--- config.mk ---
export PLATFORM = sky130hd
export DESIGN_NAME = memory_stall_ctrl
export DESIGN_NICKNAME = d
export VERILOG_FILES = /design/src/rtl/memory_stall_ctrl.sv
export SDC_FILE = /design/constraint.sdc
export NUM_CORES = 1
export LEC_CHECK = 0
export ABC_CLOCK_PERIOD_IN_PS = 2500
export CAP_MARGIN = 20
export CORE_MARGIN = 10
export CORE_UTILIZATION = 43
export CTS_CLUSTER_DIAMETER = 200
export DETAILED_ROUTE_END_ITERATION = 6
export GPL_ROUTABILITY_DRIVEN = 1
export PLACE_DENSITY = 0.78
export SYNTH_ARGS = -nofsm -noshare
export SYNTH_HDL_FRONTEND = slang
export SYNTH_SLANG_ARGS = --single-unit
--- constraint.sdc ---
create_clock -name clk -period 2.5 [get_ports clk]
set_clock_uncertainty 0.1 [all_clocks]
set_input_delay 0.625 -clock clk [delete_from_list [all_inputs] [get_ports clk]]
set_output_delay 0.625 -clock clk [all_outputs]
set_load 0.01 [all_outputs]
--- src/rtl/memory_stall_ctrl.sv ---
// memory_stall_ctrl: issues one load/store from the memory stage to a
// ready/valid memory port. It holds the pipeline with StallMemReq until the
// memory answers, and presents the raw read word on ReadDataM.
// Optional feature macro: MEM_TIMEOUT_EN adds a BUSY watchdog of TIMEOUT_CYCLES
// cycles and a sticky MemError flag. Without it, BUSY waits indefinitely.
module memory_stall_ctrl #(
    parameter int TIMEOUT_CYCLES = 255
) (
    input  logic        clk,
    input  logic        rst,
    input  logic        MemReqM,
    input  logic        MemWriteM,
    input  logic [1:0]  MemSizeM,
    input  logic [31:0] ALUResultM,
    input  logic [31:0] WriteDataM,
    input  logic        MemReady,
    input  logic [31:0] MemRdata,
    output logic        MemValid,
    output logic        MemWe,
    output logic [31:0] MemAddr,
    output logic [31:0] MemWdata,
    output logic [3:0]  MemBe,
    output logic        StallMemReq,
    output logic [31:0] ReadDataM,
    output logic        MisalignM,
    output logic        MemError
);

    typedef enum logic [1:0] {
        IDLE = 2'd0,
        BUSY = 2'd1,
        DONE = 2'd2
    } state_t;

    state_t      state, state_nxt;

    // Request fields captured when the access is accepted in IDLE.
    logic [31:0] addr_q;
    logic [31:0] wdata_q;
    logic [1:0]  size_q;
    logic        we_q;

    logic [31:0] rdata_q;
    logic        misalign_q;

    logic        misalign_in;
    logic        req_ok;
    logic        latch_en;
    logic        capture;
    logic        timeout_hit;

    // Half must sit on an even byte, word (and reserved size) on a word boundary.
    function automatic logic is_misaligned(input logic [1:0] size, input logic [1:0] off);
        logic mis;
        case (size)
            2'b00:   mis = 1'b0;
            2'b01:   mis = off[0];
            default: mis = (off != 2'b00);
        endcase
        return mis;
    endfunction

    // Byte-lane enables for an aligned access; reserved size behaves as word.
    function automatic logic [3:0] byte_en(input logic [1:0] size, input logic [1:0] off);
        logic [3:0] be;
        case (size)
            2'b00:   be = 4'b0001 << off;
            2'b01:   be = 4'b0011 << {off[1], 1'b0};
            default: be = 4'b1111;
        endcase
        return be;
    endfunction

    assign misalign_in = is_misaligned(MemSizeM, ALUResultM[1:0]);
    assign req_ok      = MemReqM && !misalign_in;

    // Memory-side outputs come only from the latched copy, so they cannot
    // move while BUSY even if the pipeline inputs change underneath.
    assign MemWe     = we_q;
    assign MemAddr   = {addr_q[31:2], 2'b00};
    assign MemWdata  = wdata_q << {addr_q[1:0], 3'b000};
    assign MemBe     = byte_en(size_q, addr_q[1:0]);
    assign ReadDataM = rdata_q;
    assign MisalignM = misalign_q;

`ifdef MEM_TIMEOUT_EN
    localparam logic [7:0] TIMEOUT_LIM = 8'(TIMEOUT_CYCLES - 1);

    logic [7:0] busy_cnt;
    logic       err_q;

    // The watchdog fires on the last allowed BUSY cycle if memory still has not answered.
    assign timeout_hit = (state == BUSY) && !MemReady && (busy_cnt == TIMEOUT_LIM);
    assign MemError    = err_q;

    // Count consecutive BUSY cycles; cleared whenever the FSM is elsewhere.
    always_ff @(posedge clk) begin
        if (rst || state != BUSY) begin
            busy_cnt <= 8'd0;
        end else begin
            busy_cnt <= busy_cnt + 8'd1;
        end
    end

    // Sticky error: once a timeout happens it stays set until reset.
    always_ff @(posedge clk) begin
        if (rst) begin
            err_q <= 1'b0;
        end else if (timeout_hit) begin
            err_q <= 1'b1;
        end
    end
`else
    logic unused_timeout;

    assign unused_timeout = ^TIMEOUT_CYCLES;
    assign timeout_hit    = 1'b0;
    assign MemError       = 1'b0;
`endif

    // State register.
    always_ff @(posedge clk) begin
        if (rst) begin
            state <= IDLE;
        end else begin
            state <= state_nxt;
        end
    end

    // Next-state and handshake outputs; DONE always falls back to IDLE so a
    // still-asserted MemReqM cannot re-issue the same instruction.
    always_comb begin
        state_nxt   = state;
        StallMemReq = 1'b0;
        MemValid    = 1'b0;
        latch_en    = 1'b0;
        capture     = 1'b0;
        case (state)
            IDLE: begin
                if (req_ok) begin
                    StallMemReq = 1'b1;
                    latch_en    = 1'b1;
                    state_nxt   = BUSY;
                end
            end
            BUSY: begin
                MemValid    = 1'b1;
                StallMemReq = 1'b1;
                if (MemReady) begin
                    capture   = 1'b1;
                    state_nxt = DONE;
                end else if (timeout_hit) begin
                    state_nxt = DONE;
                end
            end
            DONE: begin
                state_nxt = IDLE;
            end
            default: begin
                state_nxt = IDLE;
            end
        endcase
    end

    // Capture the request fields at acceptance.
    always_ff @(posedge clk) begin
        if (rst) begin
            addr_q  <= 32'd0;
            wdata_q <= 32'd0;
            size_q  <= 2'd0;
            we_q    <= 1'b0;
        end else if (latch_en) begin
            addr_q  <= ALUResultM;
            wdata_q <= WriteDataM;
            size_q  <= MemSizeM;
            we_q    <= MemWriteM;
        end
    end

    // Read word register: loads capture on completion, a timeout clears it,
    // stores leave it alone.
    always_ff @(posedge clk) begin
        if (rst) begin
            rdata_q <= 32'd0;
        end else if (capture && !we_q) begin
            rdata_q <= MemRdata;
        end else if (timeout_hit) begin
            rdata_q <= 32'd0;
        end
    end

    // One-cycle misalignment pulse for a rejected request seen in IDLE.
    always_ff @(posedge clk) begin
        if (rst) begin
            misalign_q <= 1'b0;
        end else begin
            misalign_q <= (state == IDLE) && MemReqM && misalign_in;
        end
    end

endmodule

==> results of run 1 <==
[state kept, by name, summed over array words and instances (netlist names)]
signal,cells
MemWe,1
MisalignM,1
ReadDataM,32
addr_q,32
size_q,2
state,2
wdata_q,32
[layer usage]
layer  vias up  wire (um)  track usage [%]
met2       180       6820             27.4
met4         2        327             6.36
li1       2157          -                -
met3        21       1670             7.57
met1      1979       6130             19.9
met5         -         18                0
[worst min-delay path, stage by stage, from the launching register on]
cell and delay (ps):
dfxtp_1 310, nand2_1 50, a21oi_1 50
[cell families after synthesis]
kind of cell / share of synthesized area, %
compound gates: 8.04
mux: 15.9
simple gates: 26.2
buf+inv: 9.33
other cells: 0.0744
flops: 40.5
[cell usage after synthesis (2+ instances only)]
cell type / count / area share [%]
nand2_1: 72 / 5.4
a21oi_1: 45 / 4.5
dfxtp_1: 102 / 41
and2_1: 8 / 0.99
nand2b_1: 129 / 16
buf_4: 35 / 5.2
buf_8: 4 / 1.2
o21ai_0: 8 / 0.79
a21o_1: 2 / 0.30
nor2_1: 12 / 0.89
nor2b_1: 11 / 1.4
buf_1: 2 / 0.15
or2_2: 2 / 0.25
a211oi_1: 10 / 1.5
o21bai_1: 2 / 0.30
mux2i_1: 80 / 16
clkbuf_1: 32 / 2.4
[per-stage QoR]
step	TNS (ps)	hold WS (ps)	setup WS, ps	utilization, %	cell area (sq um)
after detailed placement	-38020	347	-656	61.1	7010
final	0	356	53.5	65.0	7450
after floorplan	0	344	176	-	5050
after global placement	-34710	341	-643	61.1	7010
after CTS	-162	356	-162	64.6	7410
after global routing	0	385	0.487	65.0	7450
[timing repair]
action                                  CTS  global route
pin swaps                                 1             3
resized for setup                        27            16
setup buffers                             1             0
cloned                                    1             0
endpoints found under the setup margin   89            74
[cell type report]
class | instances | share of cell area (%)
Antenna cell | 1 | 0.0336
Clock buffer | 9 | 3.02
Clock inverter | 7 | 1.63
Inverter | 1 | 0.0504
Multi-Input combinational cell | 395 | 34.8
Sequential cell | 102 | 27.4
Tap cell | 143 | 2.40
Timing Repair Buffer | 225 | 30.7
[final timing paths]
path / end / slack (ps) / from
worst max-delay path: MemWdata[1] / 50 / addr_q[0]
worst min-delay path: ReadDataM[12] / 360 / ReadDataM[12]
worst max register to register: addr_q[5] / 370 / state[1]
worst min register to register: ReadDataM[12] / 360 / ReadDataM[12]
[power groups by stage]
stage | sequential, mW | clock [mW] | combinational, mW
5_1_grt | 1.77 | 1.71 | 0.814
2_1_floorplan | 1.78 | 0 | 0.384
6_report | 1.76 | 1.61 | 0.753
3_3_place_gp | 1.79 | 0 | 0.744
4_1_cts | 1.76 | 1.65 | 0.763
3_5_place_dp | 1.80 | 0 | 0.758
==> impl_metrics.json, run 1 <==
{
  "switchingPower_mw": 0.986,
  "seq_power_share_pct": 42.7,
  "num_vias": 4339,
  "die_h_um": 128,
  "clk_latency_ps": 330,
  "synth_cell_types": 32,
  "drt-pass1-iter-count": 7,
  "mostFrequentLayoutCell": "clkdlybuf4s50_1",
  "initial_core_util_pct": 44.0,
  "syn_area_sq_um": 5040,
  "rows": 39,
  "dp_cells": 864,
  "async_flop_share_pct": 0,
  "vias_per_cell": 4.91,
  "synth_cells": 571,
  "most-common-layout-cells": "179 x clkdlybuf4s50_1, 129 x nand2b_1, 100 x dfxtp_1, 79 x mux2i_1, 72 x nand2_1",
  "period_minus_slack_ps": 2450,
  "cts_inserted_buffers": 9,
  "clock_sinks": 102,
  "finalPower_mw": 4.12,
  "port_buffers": 204,
  "slew_headroom_pct": 46.8,
  "cp.arrival_ps": 1720,
  "swShare_pct": 23.9,
  "clock_power_share_pct": 39.0,
  "cts_root_buffer": "clkbuf_16",
  "cp.required_ps": 1770,
  "ys_ff_latch": 102,
  "p_leak_nw": 2.90,
  "hpwl_um": 11300,
  "start_kind": "register",
  "fp.dieArea_sq_um": 16500,
  "drcViolationCount": 0,
  "drt_iter0_markers": 262,
  "layout-drive-gt1-share_pct": 7.17,
  "synth_enable_flop_cells": 0,
  "final_cells": 883,
  "ctsHoldBuffers": 0,
  "clk_pin_slew_ps": 70,
  "hold_class": "reg -> reg",
  "grt_pass1_vias": 4269,
  "ys_dominant_reg_cell": "dfxtp_1",
  "cts_tree": "built",
  "max_freq_ghz": 0.409,
  "crit_path_max_incr_delay_ps": 540,
  "ant_nets": 0,
  "critical_path_class": "reg -> out",
  "yosys_warnings": 0,
  "wire_per_inst_um": 16.9,
  "cp_max_fo": 18,
  "peakVddDrop_mv": 0.314,
  "critical_path.top_delay_family": "buffers and inverters",
  "path_buf_inv": 2,
  "nFillCells": 945,
  "grt_util_all_layers_pct": 17.2,
  "cp_slowest_cell": "clkdlybuf4s50_1",
  "critPathCaptureType": "primary output",
  "intPower_mw": 3.14,
  "gp_congestion": 0.845,
  "finalCritPeriodShare_pct": 97.9,
  "worstHoldPathCells": 2,
  "nets": 837,
  "htree_num_levels": 3,
  "status": "completed",
  "antenna_found_initial": 2,
  "comb_power_share_pct": 18.3,
  "maxCapViolCount": 0,
  "area_delta_synth_final_pct": 47.9,
  "worstRegToRegCells": 4,
  "grt_overflow": 0,
  "hold_violations": 0,
  "crit_cells": 4,
  "core_sq_um": 11500,
  "grt_pass1_wl_um": 23000,
  "multiInputGateArea_sq_um": 2590,
  "crit_path_cell_trace": "buf_12, nor2_4, and2_1, clkdlybuf4s50_1",
  "tightest_slew_ps": 798,
  "wl_um": 15000,
  "die_w_um": 128,
  "ys_seq_area_share_pct": 40.5,
  "setup_viol": 0,
  "p_per_area_nw_per_um2": 553,
  "ioPinCount": 208,
  "grt_max_degree": 69,
  "rsz0062_at_grt": "no",
  "seq_area_sq_um": 2040,
  "clk_path_buf_depth": 2,
  "slew_viol_final": 0,
  "syn_avg_cell_area_sq_um": 8.83
}
Note: power is estimated with default switching activity, not from simulation.
==> run 2: changes to the inputs <==
- ABC_CLOCK_PERIOD_IN_PS: 2500 -> 2400
- CORE_MARGIN: 10 -> default
- clock period: 2.5 -> 2.4 ns (I/O delays scaled with it)
==> run 2 against run 1 <==
Combinational power is 2% higher. Clock power fell by 6%. Utilization shrank 0.13 points. Highest routed layer is now met4. Design area shrank 0.62%. Global-route usage grew 4.7 points. Critical path type is now in -> out.
==> impl_metrics.json, run 2 (synthesized netlist as in run 1, its figures left out) <==
{
  "status": "completed",
  "clk_pin_slew_ps": 70,
  "ioPinCount": 208,
  "period_minus_slack_ps": 2370,
  "grt_max_degree": 66,
  "hold_class": "reg -> reg",
  "ant_nets": 0,
  "ctsHoldBuffers": 0,
  "slew_viol_final": 0,
  "timing.hold.ws_ps": 353,
  "cp_max_fo": 2,
  "layout-drive-gt1-share_pct": 7.05,
  "grt_overflow": 0,
  "vias_per_cell": 4.92,
  "gp_congestion": 0.867,
  "drt_iter0_markers": 270,
  "mostFrequentLayoutCell": "clkdlybuf4s50_1",
  "clk_latency_ps": 340,
  "seq_power_share_pct": 44.6,
  "clock_sinks": 102,
  "nFillCells": 934,
  "cts_tree": "built",
  "rows": 39,
  "port_buffers": 204,
  "critical_path_class": "in -> out",
  "multiInputGateArea_sq_um": 2580,
  "initial_core_util_pct": 44.1,
  "nets": 836,
  "hold_violations": 0,
  "switchingPower_mw": 1.01,
  "crit_path_max_incr_delay_ps": 410,
  "setup_viol": 0,
  "drcViolationCount": 0,
  "die_h_um": 110,
  "cts_inserted_buffers": 9,
  "dp_slack_ps": -688,
  "fp.dieArea_sq_um": 12200,
  "num_vias": 4340,
  "die_w_um": 110,
  "wl_um": 13300,
  "p_leak_nw": 2.85,
  "core_sq_um": 11400,
  "crit_path_cell_trace": "clkdlybuf4s15_1, or3b_4, a221oi_4, or2_4, buf_6",
  "slew_headroom_pct": 47.6,
  "rsz0062_at_grt": "yes",
  "antenna_found_initial": 1,
  "htree_num_levels": 3,
  "area_delta_synth_final_pct": 47.0,
  "p_per_area_nw_per_um2": 555,
  "cp_slowest_cell": "or3b_4",
  "clk_path_buf_depth": 2,
  "hpwl_um": 9330,
  "peakVddDrop_mv": 0.316,
  "comb_power_share_pct": 18.7,
  "cp.arrival_ps": 1670,
  "clock_power_share_pct": 36.6,
  "cp.required_ps": 1700,
  "wire_per_inst_um": 15.1,
  "cts_root_buffer": "clkbuf_16",
  "maxCapViolCount": 0,
  "finalCritPeriodShare_pct": 98.6,
  "swShare_pct": 24.6,
  "intPower_mw": 3.10,
  "grt_pass1_vias": 4240,
  "grt_util_all_layers_pct": 21.8,
  "most-common-layout-cells": "165 x clkdlybuf4s50_1, 129 x nand2b_1, 100 x dfxtp_1, 78 x mux2i_1, 72 x nand2_1",
  "start_kind": "primary input",
  "seq_area_sq_um": 2050,
  "fin_ws_ps": 34.5,
  "grt_pass1_wl_um": 20400,
  "drt-pass1-iter-count": 4,
  "max_freq_ghz": 0.423,
  "tightest_slew_ps": 786,
  "critPathCaptureType": "primary output"
}
-- run 2: cell types whose count changed in the layout (fill, tap and decap cells not counted), moves of 3 or more --
cell and delta:
buf_4 -4, clkdlybuf4s15_1 +3, clkdlybuf4s50_1 -14, dlygate4sd2_1 +16, dlymetal6s2s_1 -7
-- run 2: layout make-up --
type / instances / share of cell area (%)
multi-input combinational: 395 / 34.9
timing repair buffer: 224 / 30.8
sequential: 102 / 27.7
clock buffer: 11 / 3.41
tap: 143 / 2.42
clock inverter: 5 / 0.760
inverter: 1 / 0.0507
antenna: 1 / 0.0338
-- run 2: final timing paths --
kind,startpoint,to,slack (ps),cells after the start
hold / removal,ReadDataM[1],ReadDataM[1],350,2
setup reg to reg,state[1],addr_q[5],220,5
setup / recovery,MemReqM,StallMemReq,30,5
hold reg to reg,ReadDataM[1],ReadDataM[1],350,2
-- run 2: what timing repair did --
action / CTS / global route
endpoints found under the setup margin: 98 / 13
setup buffers: 0 / 1
pin swaps: 3 / 2
gates resized for setup: 46 / 20
cloned: 2 / 0
-- run 2: per-layer routing --
layer / global-route usage (%) / routed length (um)
met5: 0 / 0
met3: 6.64 / 1160
met2: 36.3 / 6250
met1: 26.0 / 5570
met4: 9.21 / 342
-- run 2: stage by stage --
step                power, mW  setup TNS [ps]  utilization [%]  std cells  instance area (sq um)
floorplan                2.26               0                -        573                   5050
global placement         2.63          -39510             61.5        862                   7020
detailed placement       2.65          -43460             61.5        862                   7020
CTS                      4.14           -35.5             64.6        880                   7370
global route             4.29           -15.5             64.9        882                   7410
finish                   4.11               0             64.9        882                   7410
-- run 2: worst max-delay path, delay by kind of cell --
family / cells / cell delay, ps
AND/OR/NAND/NOR: 2 / 570
buffers and inverters: 2 / 290
AO/OA/AOI/OAI: 1 / 210
-- run 2: power groups by stage --
stage                     clock network [mW]  registers [mW]  logic (mW)
after global routing                    1.61            1.84       0.830
after CTS                               1.54            1.83       0.772
final                                   1.51            1.83       0.770
after global placement                     0            1.87       0.765
after floorplan                            0            1.86       0.400
after detailed placement                   0            1.87       0.782
